File: src/rtl/exu_bju_iq_pkg.sv
// ============================================================================
// exu_bju_iq_pkg : shared EXU constants, payload/source types, wakeup helper
// Revision: 1.0
// ============================================================================
`default_nettype none

package exu_bju_iq_pkg;

  localparam int DEPTH  = 4;
  localparam int PTR_W  = 2;
  localparam int CNT_W  = 3;
  localparam int PREG_W = 6;
  localparam int IID_W  = 5;
  localparam int XLEN   = 64;

  localparam logic [CNT_W-1:0] FULL_CNT = CNT_W'(DEPTH);

  localparam logic [6:0] JAL    = 7'b1101111;
  localparam logic [6:0] JALR   = 7'b1100111;
  localparam logic [6:0] BRANCH = 7'b1100011;

  typedef struct packed {
    logic              vld;
    logic [PREG_W-1:0] preg;
    logic              rdy;
    logic [XLEN-1:0]   value;
  } src_t;

  typedef struct packed {
    logic [IID_W-1:0]  iid;
    logic [6:0]        opcode;
    logic [6:0]        funct7;
    logic [2:0]        funct3;
    logic [XLEN-1:0]   pc;
    logic              pdst_vld;
    logic [PREG_W-1:0] pdst;
    logic              imm_vld;
    logic [XLEN-1:0]   imm;
  } payload_t;

  localparam int SRC_W     = $bits(src_t);
  localparam int PAYLOAD_W = $bits(payload_t);

  // Unused sources count as ready; a pending source grabs wb0 before wb1.
  function automatic src_t src_wakeup(
    input src_t              s,
    input logic              wb0_vld,
    input logic [PREG_W-1:0] wb0_preg,
    input logic [XLEN-1:0]   wb0_data,
    input logic              wb1_vld,
    input logic [PREG_W-1:0] wb1_preg,
    input logic [XLEN-1:0]   wb1_data
  );
    src_t r;
    r = s;
    if (!s.vld) begin
      r.rdy = 1'b1;
    end else if (!s.rdy) begin
      if (wb0_vld && (wb0_preg == s.preg)) begin
        r.rdy   = 1'b1;
        r.value = wb0_data;
      end else if (wb1_vld && (wb1_preg == s.preg)) begin
        r.rdy   = 1'b1;
        r.value = wb1_data;
      end
    end
    return r;
  endfunction

endpackage

`default_nettype wire

File: src/rtl/exu_bju_iq_entry.sv
// ============================================================================
// exu_bju_iq_entry : one issue-queue slot with payload and operand wakeup
// Revision: 1.0
// ============================================================================
`default_nettype none

module exu_bju_iq_entry
  import exu_bju_iq_pkg::*;
(
  input  logic                 clk,
  input  logic                 rst_clk,
  input  logic                 i_flush,
  input  logic                 i_wr,
  input  logic                 i_pop,
  input  logic [PAYLOAD_W-1:0] i_payload,
  input  logic [SRC_W-1:0]     i_src1,
  input  logic [SRC_W-1:0]     i_src2,
  input  logic                 i_wb0_vld,
  input  logic [PREG_W-1:0]    i_wb0_preg,
  input  logic [XLEN-1:0]      i_wb0_data,
  input  logic                 i_wb1_vld,
  input  logic [PREG_W-1:0]    i_wb1_preg,
  input  logic [XLEN-1:0]      i_wb1_data,
  output logic                 o_vld,
  output logic                 o_rdy,
  output logic [PAYLOAD_W-1:0] o_payload,
  output logic                 o_src1_vld,
  output logic [XLEN-1:0]      o_src1_value,
  output logic                 o_src2_vld,
  output logic [XLEN-1:0]      o_src2_value
);

  logic     r_vld;
  payload_t r_payload;
  src_t     r_src1;
  src_t     r_src2;
  src_t     w_src1_nxt;
  src_t     w_src2_nxt;

  assign w_src1_nxt = src_wakeup(r_src1, i_wb0_vld, i_wb0_preg, i_wb0_data,
                                 i_wb1_vld, i_wb1_preg, i_wb1_data);
  assign w_src2_nxt = src_wakeup(r_src2, i_wb0_vld, i_wb0_preg, i_wb0_data,
                                 i_wb1_vld, i_wb1_preg, i_wb1_data);

  always_ff @(posedge clk) begin
    if (rst_clk) begin
      r_vld     <= 1'b0;
      r_payload <= '0;
      r_src1    <= '0;
      r_src2    <= '0;
    end else if (i_flush) begin
      r_vld <= 1'b0;
    end else if (i_wr) begin
      r_vld     <= 1'b1;
      r_payload <= i_payload;
      r_src1    <= i_src1;
      r_src2    <= i_src2;
    end else if (i_pop) begin
      r_vld <= 1'b0;
    end else if (r_vld) begin
      r_src1 <= w_src1_nxt;
      r_src2 <= w_src2_nxt;
    end
  end

  assign o_vld        = r_vld;
  assign o_rdy        = r_vld & r_src1.rdy & r_src2.rdy;
  assign o_payload    = r_payload;
  assign o_src1_vld   = r_src1.vld;
  assign o_src1_value = r_src1.value;
  assign o_src2_vld   = r_src2.vld;
  assign o_src2_value = r_src2.value;

endmodule

`default_nettype wire

File: src/rtl/exu_bju_iq.sv
// ============================================================================
// exu_bju_iq : 4-entry in-order issue queue feeding the branch/jump unit
// Optional macro EXU_BJU_IQ_BYPASS_EN: zero-latency issue into an empty queue
// Revision: 1.0
// ============================================================================
`default_nettype none

module exu_bju_iq
  import exu_bju_iq_pkg::*;
(
  input  logic              clk,
  input  logic              rst_clk,
  input  logic              rtu_global_flush,
  input  logic              dis_iq_vld,
  input  logic [4:0]        dis_iq_iid,
  input  logic [6:0]        dis_iq_opcode,
  input  logic [6:0]        dis_iq_funct7,
  input  logic [2:0]        dis_iq_funct3,
  input  logic [63:0]       dis_iq_pc,
  input  logic              dis_iq_pdst_vld,
  input  logic [5:0]        dis_iq_pdst,
  input  logic              dis_iq_imm_vld,
  input  logic [63:0]       dis_iq_imm,
  input  logic              dis_iq_psrc1_vld,
  input  logic [5:0]        dis_iq_psrc1_preg,
  input  logic              dis_iq_psrc1_rdy,
  input  logic [63:0]       dis_iq_psrc1_value,
  input  logic              dis_iq_psrc2_vld,
  input  logic [5:0]        dis_iq_psrc2_preg,
  input  logic              dis_iq_psrc2_rdy,
  input  logic [63:0]       dis_iq_psrc2_value,
  output logic              iq_dis_full,
  input  logic              exu_iq_wb0_vld,
  input  logic [5:0]        exu_iq_wb0_preg,
  input  logic [63:0]       exu_iq_wb0_data,
  input  logic              exu_iq_wb1_vld,
  input  logic [5:0]        exu_iq_wb1_preg,
  input  logic [63:0]       exu_iq_wb1_data,
  output logic              idu_exu_bju_vld,
  output logic [4:0]        idu_exu_bju_iid,
  output logic [6:0]        idu_exu_bju_opcode,
  output logic [6:0]        idu_exu_bju_funct7,
  output logic [2:0]        idu_exu_bju_funct3,
  output logic [63:0]       idu_exu_bju_pc,
  output logic              idu_exu_bju_psrc1_vld,
  output logic [63:0]       idu_exu_bju_psrc1_value,
  output logic              idu_exu_bju_psrc2_vld,
  output logic [63:0]       idu_exu_bju_psrc2_value,
  output logic              idu_exu_bju_pdst_vld,
  output logic [5:0]        idu_exu_bju_pdst,
  output logic              idu_exu_bju_imm_vld,
  output logic [63:0]       idu_exu_bju_imm
);

  logic [PTR_W-1:0] r_head;
  logic [PTR_W-1:0] r_tail;
  logic [CNT_W-1:0] r_count;

  logic                 w_ent_vld     [DEPTH];
  logic                 w_ent_rdy     [DEPTH];
  logic [PAYLOAD_W-1:0] w_ent_payload [DEPTH];
  logic                 w_ent_s1_vld  [DEPTH];
  logic [XLEN-1:0]      w_ent_s1_val  [DEPTH];
  logic                 w_ent_s2_vld  [DEPTH];
  logic [XLEN-1:0]      w_ent_s2_val  [DEPTH];

  payload_t w_dis_payload;
  src_t     w_dis_src1;
  src_t     w_dis_src2;
  payload_t w_head_payload;
  payload_t w_out_payload;
  logic     w_out_s1_vld;
  logic     w_out_s2_vld;
  logic [XLEN-1:0] w_out_s1_val;
  logic [XLEN-1:0] w_out_s2_val;

  logic w_full;
  logic w_enq_req;
  logic w_enq;
  logic w_q_issue;
  logic w_bypass;
  logic w_unused_head_vld;

  assign w_dis_payload = {dis_iq_iid, dis_iq_opcode, dis_iq_funct7, dis_iq_funct3,
                          dis_iq_pc, dis_iq_pdst_vld, dis_iq_pdst,
                          dis_iq_imm_vld, dis_iq_imm};

  // A wakeup landing in the dispatch cycle is folded in before the write.
  assign w_dis_src1 = src_wakeup({dis_iq_psrc1_vld, dis_iq_psrc1_preg,
                                  dis_iq_psrc1_rdy, dis_iq_psrc1_value},
                                 exu_iq_wb0_vld, exu_iq_wb0_preg, exu_iq_wb0_data,
                                 exu_iq_wb1_vld, exu_iq_wb1_preg, exu_iq_wb1_data);
  assign w_dis_src2 = src_wakeup({dis_iq_psrc2_vld, dis_iq_psrc2_preg,
                                  dis_iq_psrc2_rdy, dis_iq_psrc2_value},
                                 exu_iq_wb0_vld, exu_iq_wb0_preg, exu_iq_wb0_data,
                                 exu_iq_wb1_vld, exu_iq_wb1_preg, exu_iq_wb1_data);

  assign w_full     = (r_count == FULL_CNT) & ~rst_clk;
  assign w_enq_req  = dis_iq_vld & ~w_full & ~rtu_global_flush & ~rst_clk;
  assign w_head_payload    = w_ent_payload[r_head];
  assign w_unused_head_vld = w_ent_vld[r_head];
  assign w_q_issue  = w_ent_rdy[r_head] & ~rtu_global_flush & ~rst_clk;

`ifdef EXU_BJU_IQ_BYPASS_EN
  assign w_bypass = w_enq_req & (r_count == 3'd0) & w_dis_src1.rdy & w_dis_src2.rdy;
`else
  assign w_bypass = 1'b0;
`endif

  assign w_enq = w_enq_req & ~w_bypass;

  for (genvar gi = 0; gi < DEPTH; gi++) begin : g_entry
    exu_bju_iq_entry u_entry (
      .clk          (clk),
      .rst_clk      (rst_clk),
      .i_flush      (rtu_global_flush),
      .i_wr         (w_enq & (r_tail == PTR_W'(gi))),
      .i_pop        (w_q_issue & (r_head == PTR_W'(gi))),
      .i_payload    (w_dis_payload),
      .i_src1       (w_dis_src1),
      .i_src2       (w_dis_src2),
      .i_wb0_vld    (exu_iq_wb0_vld),
      .i_wb0_preg   (exu_iq_wb0_preg),
      .i_wb0_data   (exu_iq_wb0_data),
      .i_wb1_vld    (exu_iq_wb1_vld),
      .i_wb1_preg   (exu_iq_wb1_preg),
      .i_wb1_data   (exu_iq_wb1_data),
      .o_vld        (w_ent_vld[gi]),
      .o_rdy        (w_ent_rdy[gi]),
      .o_payload    (w_ent_payload[gi]),
      .o_src1_vld   (w_ent_s1_vld[gi]),
      .o_src1_value (w_ent_s1_val[gi]),
      .o_src2_vld   (w_ent_s2_vld[gi]),
      .o_src2_value (w_ent_s2_val[gi])
    );
  end

  always_ff @(posedge clk) begin
    if (rst_clk || rtu_global_flush) begin
      r_head  <= '0;
      r_tail  <= '0;
      r_count <= '0;
    end else begin
      if (w_enq) begin
        r_tail <= r_tail + 2'd1;
      end
      if (w_q_issue) begin
        r_head <= r_head + 2'd1;
      end
      case ({w_enq, w_q_issue})
        2'b10:   r_count <= r_count + 3'd1;
        2'b01:   r_count <= r_count - 3'd1;
        default: r_count <= r_count;
      endcase
    end
  end

  always_comb begin
    w_out_payload = '0;
    w_out_s1_vld  = 1'b0;
    w_out_s1_val  = '0;
    w_out_s2_vld  = 1'b0;
    w_out_s2_val  = '0;
    if (w_q_issue) begin
      w_out_payload = w_head_payload;
      w_out_s1_vld  = w_ent_s1_vld[r_head];
      w_out_s1_val  = w_ent_s1_val[r_head];
      w_out_s2_vld  = w_ent_s2_vld[r_head];
      w_out_s2_val  = w_ent_s2_val[r_head];
    end else if (w_bypass) begin
      w_out_payload = w_dis_payload;
      w_out_s1_vld  = w_dis_src1.vld;
      w_out_s1_val  = w_dis_src1.value;
      w_out_s2_vld  = w_dis_src2.vld;
      w_out_s2_val  = w_dis_src2.value;
    end
  end

  assign iq_dis_full             = w_full;
  assign idu_exu_bju_vld         = w_q_issue | w_bypass;
  assign idu_exu_bju_iid         = w_out_payload.iid;
  assign idu_exu_bju_opcode      = w_out_payload.opcode;
  assign idu_exu_bju_funct7      = w_out_payload.funct7;
  assign idu_exu_bju_funct3      = w_out_payload.funct3;
  assign idu_exu_bju_pc          = w_out_payload.pc;
  assign idu_exu_bju_psrc1_vld   = w_out_s1_vld;
  assign idu_exu_bju_psrc1_value = w_out_s1_val;
  assign idu_exu_bju_psrc2_vld   = w_out_s2_vld;
  assign idu_exu_bju_psrc2_value = w_out_s2_val;
  assign idu_exu_bju_pdst_vld    = w_out_payload.pdst_vld;
  assign idu_exu_bju_pdst        = w_out_payload.pdst;
  assign idu_exu_bju_imm_vld     = w_out_payload.imm_vld;
  assign idu_exu_bju_imm         = w_out_payload.imm;

endmodule

`default_nettype wire

File: config.mk
export PLATFORM = sky130hd
export DESIGN_NAME = exu_bju_iq
export DESIGN_NICKNAME = d
export VERILOG_FILES = /design/src/rtl/exu_bju_iq_pkg.sv /design/src/rtl/exu_bju_iq_entry.sv /design/src/rtl/exu_bju_iq.sv
export SDC_FILE = /design/constraint.sdc
export NUM_CORES = 2
export LEC_CHECK = 0
export ABC_CLOCK_PERIOD_IN_PS = 3410
export BUFFER_PORTS_ARGS = -buffer_cell sky130_fd_sc_hd__buf_4
export CORE_ASPECT_RATIO = 1.2
export CORE_MARGIN = 3
export CORE_UTILIZATION = 44
export DETAILED_ROUTE_END_ITERATION = 12
export GPL_TIMING_DRIVEN = 0
export PLACE_DENSITY = 0.6
export SLEW_MARGIN = 0
export SYNTH_ARGS = -nofsm -noshare
export SYNTH_HDL_FRONTEND = slang
export SYNTH_SLANG_ARGS = --single-unit
File: constraint.sdc
create_clock -name clk -period 3.41 [get_ports clk]
set_input_delay 0.5115 -clock clk [delete_from_list [all_inputs] [get_ports clk]]
set_output_delay 0.5115 -clock clk [all_outputs]
set_load 0.02 [all_outputs]
**Word level (Yosys, flattened, before mapping)**

Cells that the tools add are included.

- Output and inout port bits: 290
- Word-level logic and storage cells: 318
- Bits of input ports: 448
- Register bits: 1219

- $add $sub $neg: 4
- Equal/unequal tests: 41
- Mux-type cells: 106
- Order comparisons: 1
- Bitwise operators: 26
- Reduce and logical (&&, ||, !) cells: 65

Operators with widths:

| operator | count |
|---|---|
| $mux 65 | 38 |
| $mux 72 | 16 |
| $mux 64 | 16 |
| $mux 158 | 3 |
| $bmux 158 s2 | 1 |
| $bmux 64 s2 | 2 |
| $eq 6x6->1 | 20 |
| $reduce_and 6->1 | 8 |
| $reduce_bool 2->1 | 17 |
| $mux 1 | 26 |
| $ne 2x1->1 const B | 12 |
| $reduce_bool 3->1 | 8 |
| $and 1x1->1 | 22 |
| $logic_and 1x1->1 | 20 |
| $reduce_and 3->1 | 4 |
| $eq 2x2->1 const B | 5 |
| $reduce_and 2->1 | 4 |
| $bmux 1 s2 | 3 |
| $eq 2x1->1 const B | 3 |
| $pmux 3 s2 | 1 |
| $add 2x1->2 const B | 2 |
| $logic_not 2->1 | 2 |
| $add 3x1->3 const B | 1 |
| $eq 3x3->1 const B | 1 |
| other kinds (6) | 8 |

**Logic depth before layout (Yosys ltp)**

- Depth in word-level cells: 10
- Mapped depth: 14
- Gate-level depth less buffers: 9

**Cells and area by module**

A second synthesis with hierarchy kept.

- Cell total of the unflattened synthesis: 7656
- Area total of the unflattened synthesis: 68365.6 sq um

Modules (own cells, without submodules):

| module | sequential area each (sq um) | area an instance (sq um) | cells each | instances |
|---|---|---|---|---|
| exu_bju_iq_entry | 6065.8 | 13808.2 | 1614 | 4 |
| exu_bju_iq | 140.1 | 13132.6 | 1200 | 1 |

**Worst setup path before layout**

OpenSTA, ideal clock, no wires.

- Path type: reg2reg
- Start: register r_head[0]
- End: register r_count[2]
- Path buffers: 3
- Arrival: 2976 ps
- Setup time: 70 ps
- Data required time: 3340 ps
- Clock period less this slack: 3045 ps
- Setup slack: 365 ps
- Cell stages (with the launch flop): 13
- Cell sequence: dfxtp_1 clkbuf_1 nand4_1 a32o_2 nor2_1 clkbuf_1 clkbuf_1 ha_1 inv_1 fa_1 xor2_1 or3_1 a21oi_1

- Longest elaborated chain between the ends: 8
- Elaborated cells between the ends (all ways): 10
- Classes of those cells: 2 x eq/ne; 4 x mux; 3 x bitwise; 1 x reduce/logical

RTL lines:

| what | RTL line | source |
|---|---|---|
| start, declared | exu_bju_iq.sv:55 | `logic [PTR_W-1:0] r_head;` |
| start signal, assigned | exu_bju_iq.sv:148 | `r_head <= r_head + 2'd1;` |
| $not 2->3 (implied by the code) (*) | exu_bju_iq.sv:102 | `assign w_q_issue = w_ent_rdy[r_head] & ~rtu_global_flush & ~rst_clk;` |
| $bmux 1 s2 (*) | exu_bju_iq.sv:102 |  |
| $mux 1 (implied by the code) (*) (2 in series) | exu_bju_iq.sv:102 |  |
| $and 1x1->1 (*) (2 in series) | exu_bju_iq.sv:102 |  |
| named net idu_exu_bju_vld | exu_bju_iq.sv:39 | `output logic idu_exu_bju_vld,` |
| $eq 2x1->1 or $eq 2x2->1 (tied branches) | exu_bju_iq.sv:150 | `case ({w_enq, w_q_issue})` |
| $pmux 3 s2 or $reduce_bool 2->1 (tied branches) | n/a |  |
| end signal, assigned | exu_bju_iq.sv:151 | `2'b10: r_count <= r_count + 3'd1;` |
| end signal, assigned | exu_bju_iq.sv:152 | `2'b01: r_count <= r_count - 3'd1;` |
| end signal, assigned | exu_bju_iq.sv:153 | `default: r_count <= r_count;` |
| end, declared | exu_bju_iq.sv:57 | `logic [CNT_W-1:0] r_count;` |

The timed path passes the listed nets; every way through them passes the cells marked *. The select of a mux whose other input is x is not followed.
A chain may end at the register's enable or synchronous reset.

**Worst setup path in the final report**

- Start: input dis_iq_psrc2_vld
- End: register g_entry[0].u_entry.r_src2 (netlist bit g_entry[0].u_entry.o_src2_value[62])

- Longest elaborated chain between the ends: 2

RTL lines:

| what | RTL line | source |
|---|---|---|
| start, declared | exu_bju_iq.sv:28 | `input logic dis_iq_psrc2_vld,` |
| $mux 64 | exu_bju_iq_pkg.sv:56 | `if (!s.vld) begin` |
| $mux 72 | exu_bju_iq_entry.sv:53 | `end else if (i_wr) begin` |
| end signal, assigned | exu_bju_iq_entry.sv:57 | `r_src2 <= i_src2;` |
| end signal, assigned | exu_bju_iq_entry.sv:62 | `r_src2 <= w_src2_nxt;` |
| end, declared | exu_bju_iq_entry.sv:36 | `src_t r_src2;` |

Every way passes these cells.

==> results.json <==
{
  "final.setup.worst_slack_ps": -245.9,
  "via_count_of_the_first_global_routing_pass": 80390,
  "dominant_cell_type_by_area_after_synthesis": "dfxtp_1",
  "tritoncts": "yes",
  "fraction_of_the_yosys_area_taken_by_sequential_cells_pct": 33.60,
  "yosys_most_used_dff": "dfxtp_1",
  "worst-endpoint-arrival_ps": 4380,
  "fin_worst_hold_slack_ps": 52.89,
  "setup-violations-final": 326,
  "postSynth.asyncResetShare_pct": 0,
  "area_of_all_sequential_standard_cells_um2": 24420,
  "combPwrFrac_pct": 11.0,
  "finalHoldViolCount": 0,
  "power_switching_share_pct": 28.44,
  "report.final.slew_viol_count": 90,
  "detail-route-antenna-nets": 0,
  "first_pass_iters": 9,
  "floorplan.initialDensity_pct": 44.51,
  "end_kind": "flop",
  "grt_start_max_net_pins": 17,
  "antenna_violations_before_repair": 90,
  "syn-num-nets": 9119,
  "clkSlewWorstSetupHoldPaths_ps": 60,
  "postSynthRegisterBits": 1219,
  "synth_mux_area_share_pct": 8.931,
  "critPathKind": "input pin to flop",
  "ff2ff_setup_slack_ps": -40,
  "fp.coreArea_um2": 163200,
  "pwr-share-seq_pct": 41.8,
  "final_min_period_over_clock_period_pct": 107.2,
  "post_synth_num_cell_types": 61,
  "syn-cell-area_um2": 72630,
  "routed-via-count": 83130,
  "fp.dieW_um": 376.9,
  "cellLeakagePower_nw": 30.30,
  "clock_latency_ps": 850,
  "synth_edf_count": 0,
  "syn-mean-instance-area_um2": 8.385,
  "worst_clock_skew_ps": 34.53,
  "remaining_global_route_overflow": 0,
  "synthXorXnorAreaFrac_pct": 1.537,
  "vdd.ir_drop.worst_uv": 419.9,
  "place.detailed.hpwl_um": 299800,
  "tritoncts.num_buffers": 144,
  "worst_ep_required_time_ps": 4130,
  "design.final.nets": 10210,
  "route.detailed.wl_per_inst_um": 34.95,
  "drc_errors": 0,
  "areaGrowthSynthToFinish_pct": 25.05,
  "layout.cells.most_common": "nand2_1",
  "global_route_usage_over_all_layers_pct": 47.83,
  "synthesis.instances": 8661,
  "drt_first_iter_violations": 10460,
  "synth.top_cell.area_share_pct": 33.60,
  "synth_compound_gate_area_share_pct": 24.33,
  "yosys_warnings": 0,
  "failed_checks": "capacitance limit, slew limit, setup timing",
  "slew_worst_pin_ps": 1765,
  "power_per_cell_area_nw_per_um2": 383.8,
  "total_switching_power_mw": 9.914,
  "die-area_um2": 170000,
  "path_max_fanout": 10,
  "clock-sinks": 1219,
  "layout_common_cells": "nand2_1, dfxtp_1, a21oi_1",
  "run_status": "complete, but fails checks",
  "max-cap-violations": 8,
  "detail_route.vias_per_cell": 6.873,
  "gp_congestion": 1.011,
  "cts-root-buf": "clkbuf_16",
  "drive_above_1_share_pct": 21.23,
  "synth.area.top_cells": "dfxtp_1, mux4_2, nand2_1",
  "grt_pass1_wl_um": 589500,
  "rsz0062_at_grt": "true",
  "yosys.area_share.simple_pct": 24.90,
  "num_rows": 162,
  "die_height_um": 451.1,
  "detailedPlace.worstSlack_ps": -2376,
  "period_needed_ps": 3656,
  "combinational_family_with_the_most_area_after_synthesis": "simple AND/OR/NAND/NOR gates",
  "fmax_mhz": 273.5,
  "multi_input_gate_area_um2": 43980,
  "clock_path_buffers": 3,
  "clock_tree.htree_level_count": 4,
  "clock_power_share_pct": 47.3,
  "place.port_buffers": 712,
  "synth-adder-area-share_pct": 0.1826,
  "slew-limit-headroom_pct": -17.66,
  "postRouteWirelength_um": 422800,
  "io-pin-count": 738,
  "fill_cells": 15260,
  "hold_class": "input pin to flop",
  "startpoint_type": "input pin",
  "power_report.internal_total_mw": 24.94
}
## power groups by stage
stage                     Sequential, mW  Combinational, mW  Clock (mW)
after floorplan                     14.8               1.50           0
after global placement              14.9               3.38           0
after detailed placement            14.9               3.42           0
after CTS                           14.6               3.60        16.4
after global routing                14.6               3.85        17.0
final                               14.6               3.83        16.5
## through the flow
step           setup TNS [ps]  total power [mW]  instances  utilization, %  cell area (µm²)
3_5_place_dp         -1140580             18.29      11510           49.55            80860
3_3_place_gp         -1803960             18.24      11510           49.42            80640
5_1_grt                -33180             35.42      12030           55.56            90650
4_1_cts                -45410             34.56      11990           55.33            90280
6_report               -24340             34.86      12100           55.66            90820
2_1_floorplan               0             16.32       8661               -            72630
## sequential cells by signal (all words and copies together), names as in the netlist
name and cells:
g_entry.u_entry.o_payload 632, g_entry.u_entry.o_src1_value 256, g_entry.u_entry.o_src2_value 256, g_entry.u_entry.r_src1 28, g_entry.u_entry.r_src2 28, g_entry.u_entry.o_src1_vld 4
g_entry.u_entry.o_src2_vld 4, g_entry.u_entry.o_vld 4, r_count 3, r_head 2, r_tail 2
## per-layer routing
layer	global-route usage, %	up-vias	part of all wire (%)
li1	-	34710	-
met1	53.08	40220	34
met2	70.86	6177	43
met3	20.30	1988	13
met4	39.71	36	10
met5	0.4574	-	0.055
## Yosys cell counts (all sizes together) (10+ instances only)
library cell / instances
nand4b: 30
nand2: 1419
xnor2: 68
nand3: 24
clkbuf: 731
a21oi: 700
inv: 19
nor3: 588
xor2: 56
nand2b: 35
o221ai: 259
dfxtp: 1219
o22a: 64
a211oi: 34
nand4: 16
and2: 300
and4: 10
nor3b: 497
nor2: 25
o31ai: 17
a311oi: 513
a2111oi: 39
mux4: 288
o211ai: 249
buf: 340
o21ai: 561
and3: 497
## worst paths after layout
kind,start,to,cells after the start
hold reg to reg,g_entry[3].u_entry.o_payload[81]$_SDFFE_PP0P_,g_entry[3].u_entry.o_payload[81]$_SDFFE_PP0P_,2
setup / recovery,dis_iq_psrc2_vld,g_entry[0].u_entry.o_src2_value[62]$_SDFFE_PP0P_,8
setup reg to reg,g_entry[0].u_entry.r_src2[67]$_SDFFE_PP0P_,g_entry[0].u_entry.o_src2_value[63]$_SDFFE_PP0P_,8
hold / removal,dis_iq_psrc1_preg[4],g_entry[1].u_entry.r_src1[69]$_SDFFE_PP0P_,3
## what timing repair did
action                                  CTS  global route
endpoints found under the setup margin  695           656
pin swaps                                 7             7
buffers inserted                         37            11
gates resized for setup                 667           102
hold endpoints to repair                641             0
cloned                                   24             1
hold buffers                            162             0
## cell families (layout without fill, tap and decap cells)
kind of cell	after synthesis	after routing
flops	1219	1219
simple gates	3468	3468
buf+inv	1092	2297
fa+ha+maj	10	10
other cells	0	97
mux	288	288
compound gates	2460	2460
xor+xnor	124	124
## cell type report
type                            instances  share of cell area, %
Antenna cell                           97                 0.2673
Clock inverter                         46                 0.7756
Multi-Input combinational cell       6350                  48.43
Tap cell                             2132                  2.937
Inverter                               21                0.08679
Timing Repair Buffer                  955                  9.677
Clock buffer                          210                  4.650
Sequential cell                      1219                  26.89
Buffer                               1065                  6.295
## worst max-delay path, stage by stage
cell             delay [ps]
dlygate4sd3_1           540
buf_4                   200
nand2b_1                 80
clkbuf_1                450
clkdlybuf4s15_1        1130
clkbuf_1                730
o221ai_1                380
a311oi_1                340
(Power assumes the default switching activity.)
